**src/rtl/c2_line_master.sv**
```systemverilog
// Cache-side C2 bus master: turns one full-line read/write request into
// C2 command/data beats, gathers the response and returns the line or an ack.
module c2_line_master #(
    parameter int ADDR_SIZE       = 15,
    parameter int BUS_SIZE        = 16,
    parameter int CACHE_LINE_SIZE = 16,
    parameter int TIMEOUT         = 255
) (
    input  logic                         clk,
    input  logic                         reset,
    input  logic                         req_valid,
    output logic                         req_ready,
    input  logic                         req_write,
    input  logic [ADDR_SIZE-1:0]         req_addr,
    input  logic [CACHE_LINE_SIZE*8-1:0] req_wdata,
    output logic                         resp_valid,
    output logic                         resp_error,
    output logic [CACHE_LINE_SIZE*8-1:0] resp_rdata,
    output logic [ADDR_SIZE-1:0]         c2_addr,
    output logic [1:0]                   c2_cmd_out,
    output logic [BUS_SIZE-1:0]          c2_data_out,
    input  logic [1:0]                   c2_cmd_in,
    input  logic [BUS_SIZE-1:0]          c2_data_in
);
    localparam int LINE_W = CACHE_LINE_SIZE * 8;
    localparam int BEATS  = LINE_W / BUS_SIZE;
    localparam int BW     = (BEATS > 1) ? $clog2(BEATS) : 1;
    localparam int TW     = $clog2(TIMEOUT + 1);
    localparam logic [TW-1:0] TMAX = TW'(TIMEOUT);
    localparam logic [BW-1:0] LAST = BW'(BEATS - 1);

    localparam logic [1:0] C2_NOP      = 2'd0;
    localparam logic [1:0] C2_RESPONSE = 2'd1;
    localparam logic [1:0] C2_READ     = 2'd2;
    localparam logic [1:0] C2_WRITE    = 2'd3;

    typedef enum logic [2:0] {
        IDLE, RD_CMD, RD_WAIT, RD_BEATS, WR_BEATS, WR_WAIT, DONE
    } state_e;

    state_e                            state;
    logic [BW-1:0]                     beat;
    logic [TW-1:0]                     tcnt;
    logic [TW-1:0]                     tinc;
    logic [BEATS-1:0][BUS_SIZE-1:0]    wline;
    logic [BEATS-1:0][BUS_SIZE-1:0]    rline;
    logic [BEATS-1:0][BUS_SIZE-1:0]    rline_nxt;
    logic                              rsp;

    assign req_ready = (state == IDLE) && !reset;
    assign rsp       = (c2_cmd_in == C2_RESPONSE);
    assign tinc      = (tcnt == TMAX) ? tcnt : tcnt + 1'b1;

    // Read line including the beat arriving this cycle, so resp_rdata is
    // already complete on the resp_valid cycle.
    always_comb begin
        rline_nxt = rline;
        if ((state == RD_WAIT || state == RD_BEATS) && rsp)
            rline_nxt[beat] = c2_data_in;
    end

    always_ff @(posedge clk) begin
        if (reset) begin
            state       <= IDLE;
            resp_valid  <= 1'b0;
            resp_error  <= 1'b0;
            resp_rdata  <= '0;
            c2_cmd_out  <= C2_NOP;
            c2_addr     <= '0;
            c2_data_out <= '0;
            beat        <= '0;
            tcnt        <= '0;
            wline       <= '0;
            rline       <= '0;
        end else begin
            resp_valid <= 1'b0;
            rline      <= rline_nxt;
            case (state)
                IDLE: begin
                    if (req_valid) begin
                        c2_addr <= req_addr;
                        wline   <= req_wdata;
                        beat    <= '0;
                        if (req_write) begin
                            state       <= WR_BEATS;
                            c2_cmd_out  <= C2_WRITE;
                            c2_data_out <= req_wdata[BUS_SIZE-1:0];
                        end else begin
                            state      <= RD_CMD;
                            c2_cmd_out <= C2_READ;
                        end
                    end
                end
                RD_CMD: begin
                    state      <= RD_WAIT;
                    c2_cmd_out <= C2_NOP;
                    tcnt       <= '0;
                end
                RD_WAIT: begin
                    if (rsp) begin
                        state <= RD_BEATS;
                        beat  <= beat + 1'b1;
                    end else begin
                        tcnt <= tinc;
                        if (tinc == TMAX) begin
                            state      <= DONE;
                            resp_valid <= 1'b1;
                            resp_error <= 1'b1;
                            resp_rdata <= rline_nxt;
                        end
                    end
                end
                RD_BEATS: begin
                    // A gap mid-burst ends the read with whatever was captured.
                    if (!rsp || beat == LAST) begin
                        state      <= DONE;
                        resp_valid <= 1'b1;
                        resp_error <= !rsp;
                        resp_rdata <= rline_nxt;
                    end else begin
                        beat <= beat + 1'b1;
                    end
                end
                WR_BEATS: begin
                    if (beat == LAST) begin
                        state       <= WR_WAIT;
                        c2_cmd_out  <= C2_NOP;
                        c2_data_out <= '0;
                        tcnt        <= '0;
                    end else begin
                        beat        <= beat + 1'b1;
                        c2_data_out <= wline[beat + 1'b1];
                    end
                end
                WR_WAIT: begin
                    if (rsp) begin
                        state      <= DONE;
                        resp_valid <= 1'b1;
                        resp_error <= 1'b0;
                    end else begin
                        tcnt <= tinc;
                        if (tinc == TMAX) begin
                            state      <= DONE;
                            resp_valid <= 1'b1;
                            resp_error <= 1'b1;
                        end
                    end
                end
                DONE:    state <= IDLE;
                default: state <= IDLE;
            endcase
        end
    end
endmodule

```
**config.mk**
```make
export PLATFORM = sky130hd
export DESIGN_NAME = c2_line_master
export DESIGN_NICKNAME = d
export VERILOG_FILES = /design/src/rtl/c2_line_master.sv
export SDC_FILE = /design/constraint.sdc
export NUM_CORES = 1
export LEC_CHECK = 0
export CORE_ASPECT_RATIO = 1.2
export CORE_MARGIN = 1.5
export CORE_UTILIZATION = 52
export CTS_BUF_LIST = sky130_fd_sc_hd__clkbuf_8 sky130_fd_sc_hd__clkbuf_16
export CTS_CLUSTER_DIAMETER = 50
export DETAILED_ROUTE_END_ITERATION = 12
export GPL_TIMING_DRIVEN = 0
export PLACE_DENSITY = 0.89
export SLEW_MARGIN = 20
export SYNTH_ARGS = -nofsm -noshare
export SYNTH_HDL_FRONTEND = slang
export SYNTH_SLANG_ARGS = --single-unit
```
**constraint.sdc**
```tcl
create_clock -name clk -period 2.8 [get_ports clk]
set_input_delay 0.56 -clock clk [delete_from_list [all_inputs] [get_ports clk]]
set_output_delay 0.56 -clock clk [all_outputs]
set_load 0.05 [all_outputs]
```
==> metrics.cfg <==
[sta]
rsz0062_at_grt = no
finalCritPeriodShare_pct = 97.40
clock.fmax_ghz = 0.3667
slew_viol_final = 0
slew-limit-headroom_pct = 32.41
setup_ws_ns = 0.07287
worst-slew-pin-transition_ns = 1.014
setup_viol = 0
final.setup_skew_ns = 0.02114
hold_viol_final = 0
period_minus_slack_ns = 2.727

[yosys]
synth.avg_cell_area_um2 = 10.01
syn_inst = 1779
postSynth.asyncResetShare_pct = 0
syn-num-nets = 1947
netlist_area_um2 = 17820
ys_ff_latch = 433
ys_seq_area_share_pct = 48.66
synth_cell_type_count = 59
yosys_most_used_dff = dfxtp_1
ys_warn_count = 0
synth-edff-count = 0

[final_layout]
multiInputGateArea_um2 = 8349
regArea_um2 = 8668
syn2layout_area_growth_pct = 28.24
layout_commonest_cell = dfxtp_1
n_fill_cell = 2505
diodes = 0
layout-drive-gt1-share_pct = 12.72
final_nets = 2301
design_area_um2 = 22850
layout_common_cells = 433 x dfxtp_1, 310 x clkdlybuf4s50_1, 302 x nand2_1, 182 x a21oi_1, 175 x nor2_1

[power_and_ir_drop]
ir_worst_vdd_uv = 519.9
power.share.clock_pct = 40.1
p_comb_share_pct = 13.0
intPower_w = 0.01025
power_frac_seq_pct = 46.9
switching_share_pct = 26.56
cellPowerDensity_nw_per_um2 = 610.9
switching_power_w = 0.003707
power.leakage_nw = 9.319

[place]
place_area_um2 = 21510
hpwl_um = 38600
place_ws_ns = -0.6453
gp_congestion = 0.9968
io_buffers = 311

[run_status]
outcome = completed

[cts]
post_cts.repair.setup_buffers = 0
hold_buffers = 0
clk_pin_slew_ns = 0.07
cts_sinks = 433
root_buffer = clkbuf_16
cts_tree = built
htreeDepth = 2
clkLatencyLatePin_ns = 0.55
cts_buffers = 42
cts.path.max_buffers = 3

[die]
core_um2 = 33890
io_pins = 329
die_h_um = 205.8
dieWidth_um = 172.0
start_util_pct = 52.57
rows = 74
dieArea_um2 = 35390

[flow_run]
maxCapViolations = 0

[hold_path]
hp-class = register to register
whs_path_depth = 2
min-delay-start = wline[30]$_SDFFE_PP0P_
min_delay_worst_endpoint = wline[30]$_SDFFE_PP0P_

[grt]
grt_pass1_vias = 14440
grt_max_degree = 16
grt_overflow_total = 0
antenna_found_initial = 3
grt_pass1_wl_um = 79590
grt_use_total_pct = 29.48

[routing]
postRouteAntennaNets = 0
drt_iter0_drc = 918
drt-total-wl_um = 52620
drc = 0
vias_per_cell = 5.481
num_vias = 14350
first_pass_iters = 6
wl_per_cell_um = 20.10

[critical_path]
cp.depth = 8
timing.rr.end = resp_rdata[75]$_SDFFE_PP0P_
path_buf_inv = 3
crit_chain = clkdlybuf4s50_1 -> nand4bb_4 -> nor4b_1 -> buf_2 -> buf_4 -> mux2i_1 -> nor2_1 -> mux2_4
critPathArrivalTime_ns = 3.17
path_class = input pin to register
rr_worst_depth = 7
cp-end-kind = register
r2r_start = beat[2]$_SDFFE_PP0P_
r2r_slack_ns = 0.12
start_kind = input pin
required_ns = 3.24
critPathLaunch = c2_cmd_in[1]
slowest_stage = nor4b_1
crit_fanout = 10
cp_top_family = buffers and inverters
critPathMaxStageDelay_ns = 0.48

==> power by group through the flow <==
| stage | clock, W | combinational (W) | sequential [W] |
|---|---|---|---|
| final | 0.00560 | 0.00182 | 0.00654 |
| after global routing | 0.00589 | 0.00193 | 0.00655 |
| after CTS | 0.00564 | 0.00180 | 0.00653 |
| after detailed placement | 0 | 0.00179 | 0.00666 |
| after global placement | 0 | 0.00175 | 0.00665 |
| after floorplan | 0 | 0.000893 | 0.00681 |
==> layer usage <==
metal	up-vias	global-route usage [%]	wire length, um
li1	6706	-	-
met2	689	52.33	26400
met1	6772	31.84	19380
met5	-	0	39
met3	177	5.828	3273
met4	6	18.73	3534
==> worst max-delay path by stage <==
stage | end | slack [ns]
floorplan | req_ready | 0.22
finish | resp_rdata[75]$_SDFFE_PP0P_ | 0.07
global placement | req_ready | -0.66
CTS | req_ready | 0.004
detailed placement | req_ready | -0.65
global route | resp_rdata[75]$_SDFFE_PP0P_ | 0.05
==> registers in the layout, indices dropped and copies added, names as in the netlist <==
register,count
c2_cmd_out,2
state,3
rline,128
tcnt,8
c2_addr,15
wline,128
resp_valid,1
beat,3
resp_error,1
resp_rdata,128
c2_data_out,16
==> repair_timing <==
action | 4_1_cts | 5_1_grt
gates cloned | 0 | 0
setup endpoints to repair | 1 | 3
endpoints found under the hold margin | 0 | 0
gates resized for setup | 7 | 3
==> logic make-up after synthesis <==
family	count (synthesis)	share of synthesized area [%]
compound gates	233	7.325
fa+ha+maj	3	0.2107
mux	305	22.59
buf+inv	152	4.516
flops	433	48.66
simple gates	653	16.71
==> Yosys cell counts, drive strengths merged (5+ instances only) <==
library cell	instances	area [um2]
nor2b	132	825.8
dfxtp	433	8668
a211o	5	43.79
mux2	129	1862
nor3	9	50.05
nor2	175	656.9
nand2	302	1134
buf	46	406.6
mux4	32	720.7
a211oi	18	135.1
mux2i	144	1441
nand3	6	35.03
clkbuf	102	382.9
o21ai	6	30.02
a21oi	183	919.6
a31oi	6	52.55
==> worst reg2reg max path, stage by stage, from the launching register on <==
cell and delay, ns:
dfxtp_1 0.33, clkbuf_1 0.42, nor4b_1 0.50, buf_2 0.35, buf_4 0.27, mux2i_1 0.30
nor2_1 0.13, mux2_4 0.30
==> per-stage QoR <==
step	hold WS (ns)	instances	setup TNS [ns]	total power [W]	utilization, %
after floorplan	0.4331	1779	0	0.007703	-
after global placement	0.4378	2546	-7.483	0.008405	63.46
after detailed placement	0.4445	2546	-12.10	0.008452	63.46
after CTS	0.4536	2619	0	0.01398	67.44
after global routing	0.4671	2618	0	0.01438	67.42
final	0.4551	2618	0	0.01396	67.42
==> final cells by class <==
class / instances / share of cell area [%]
repair buffers: 311 / 13.60
plain buffers: 147 / 3.456
flip-flops and latches: 433 / 37.94
inverters: 4 / 0.06572
well taps: 456 / 2.497
clock buffers: 47 / 4.951
multi-input cells: 1194 / 36.54
clock inverters: 26 / 0.9419
Note: power is estimated with default switching activity, not from simulation.
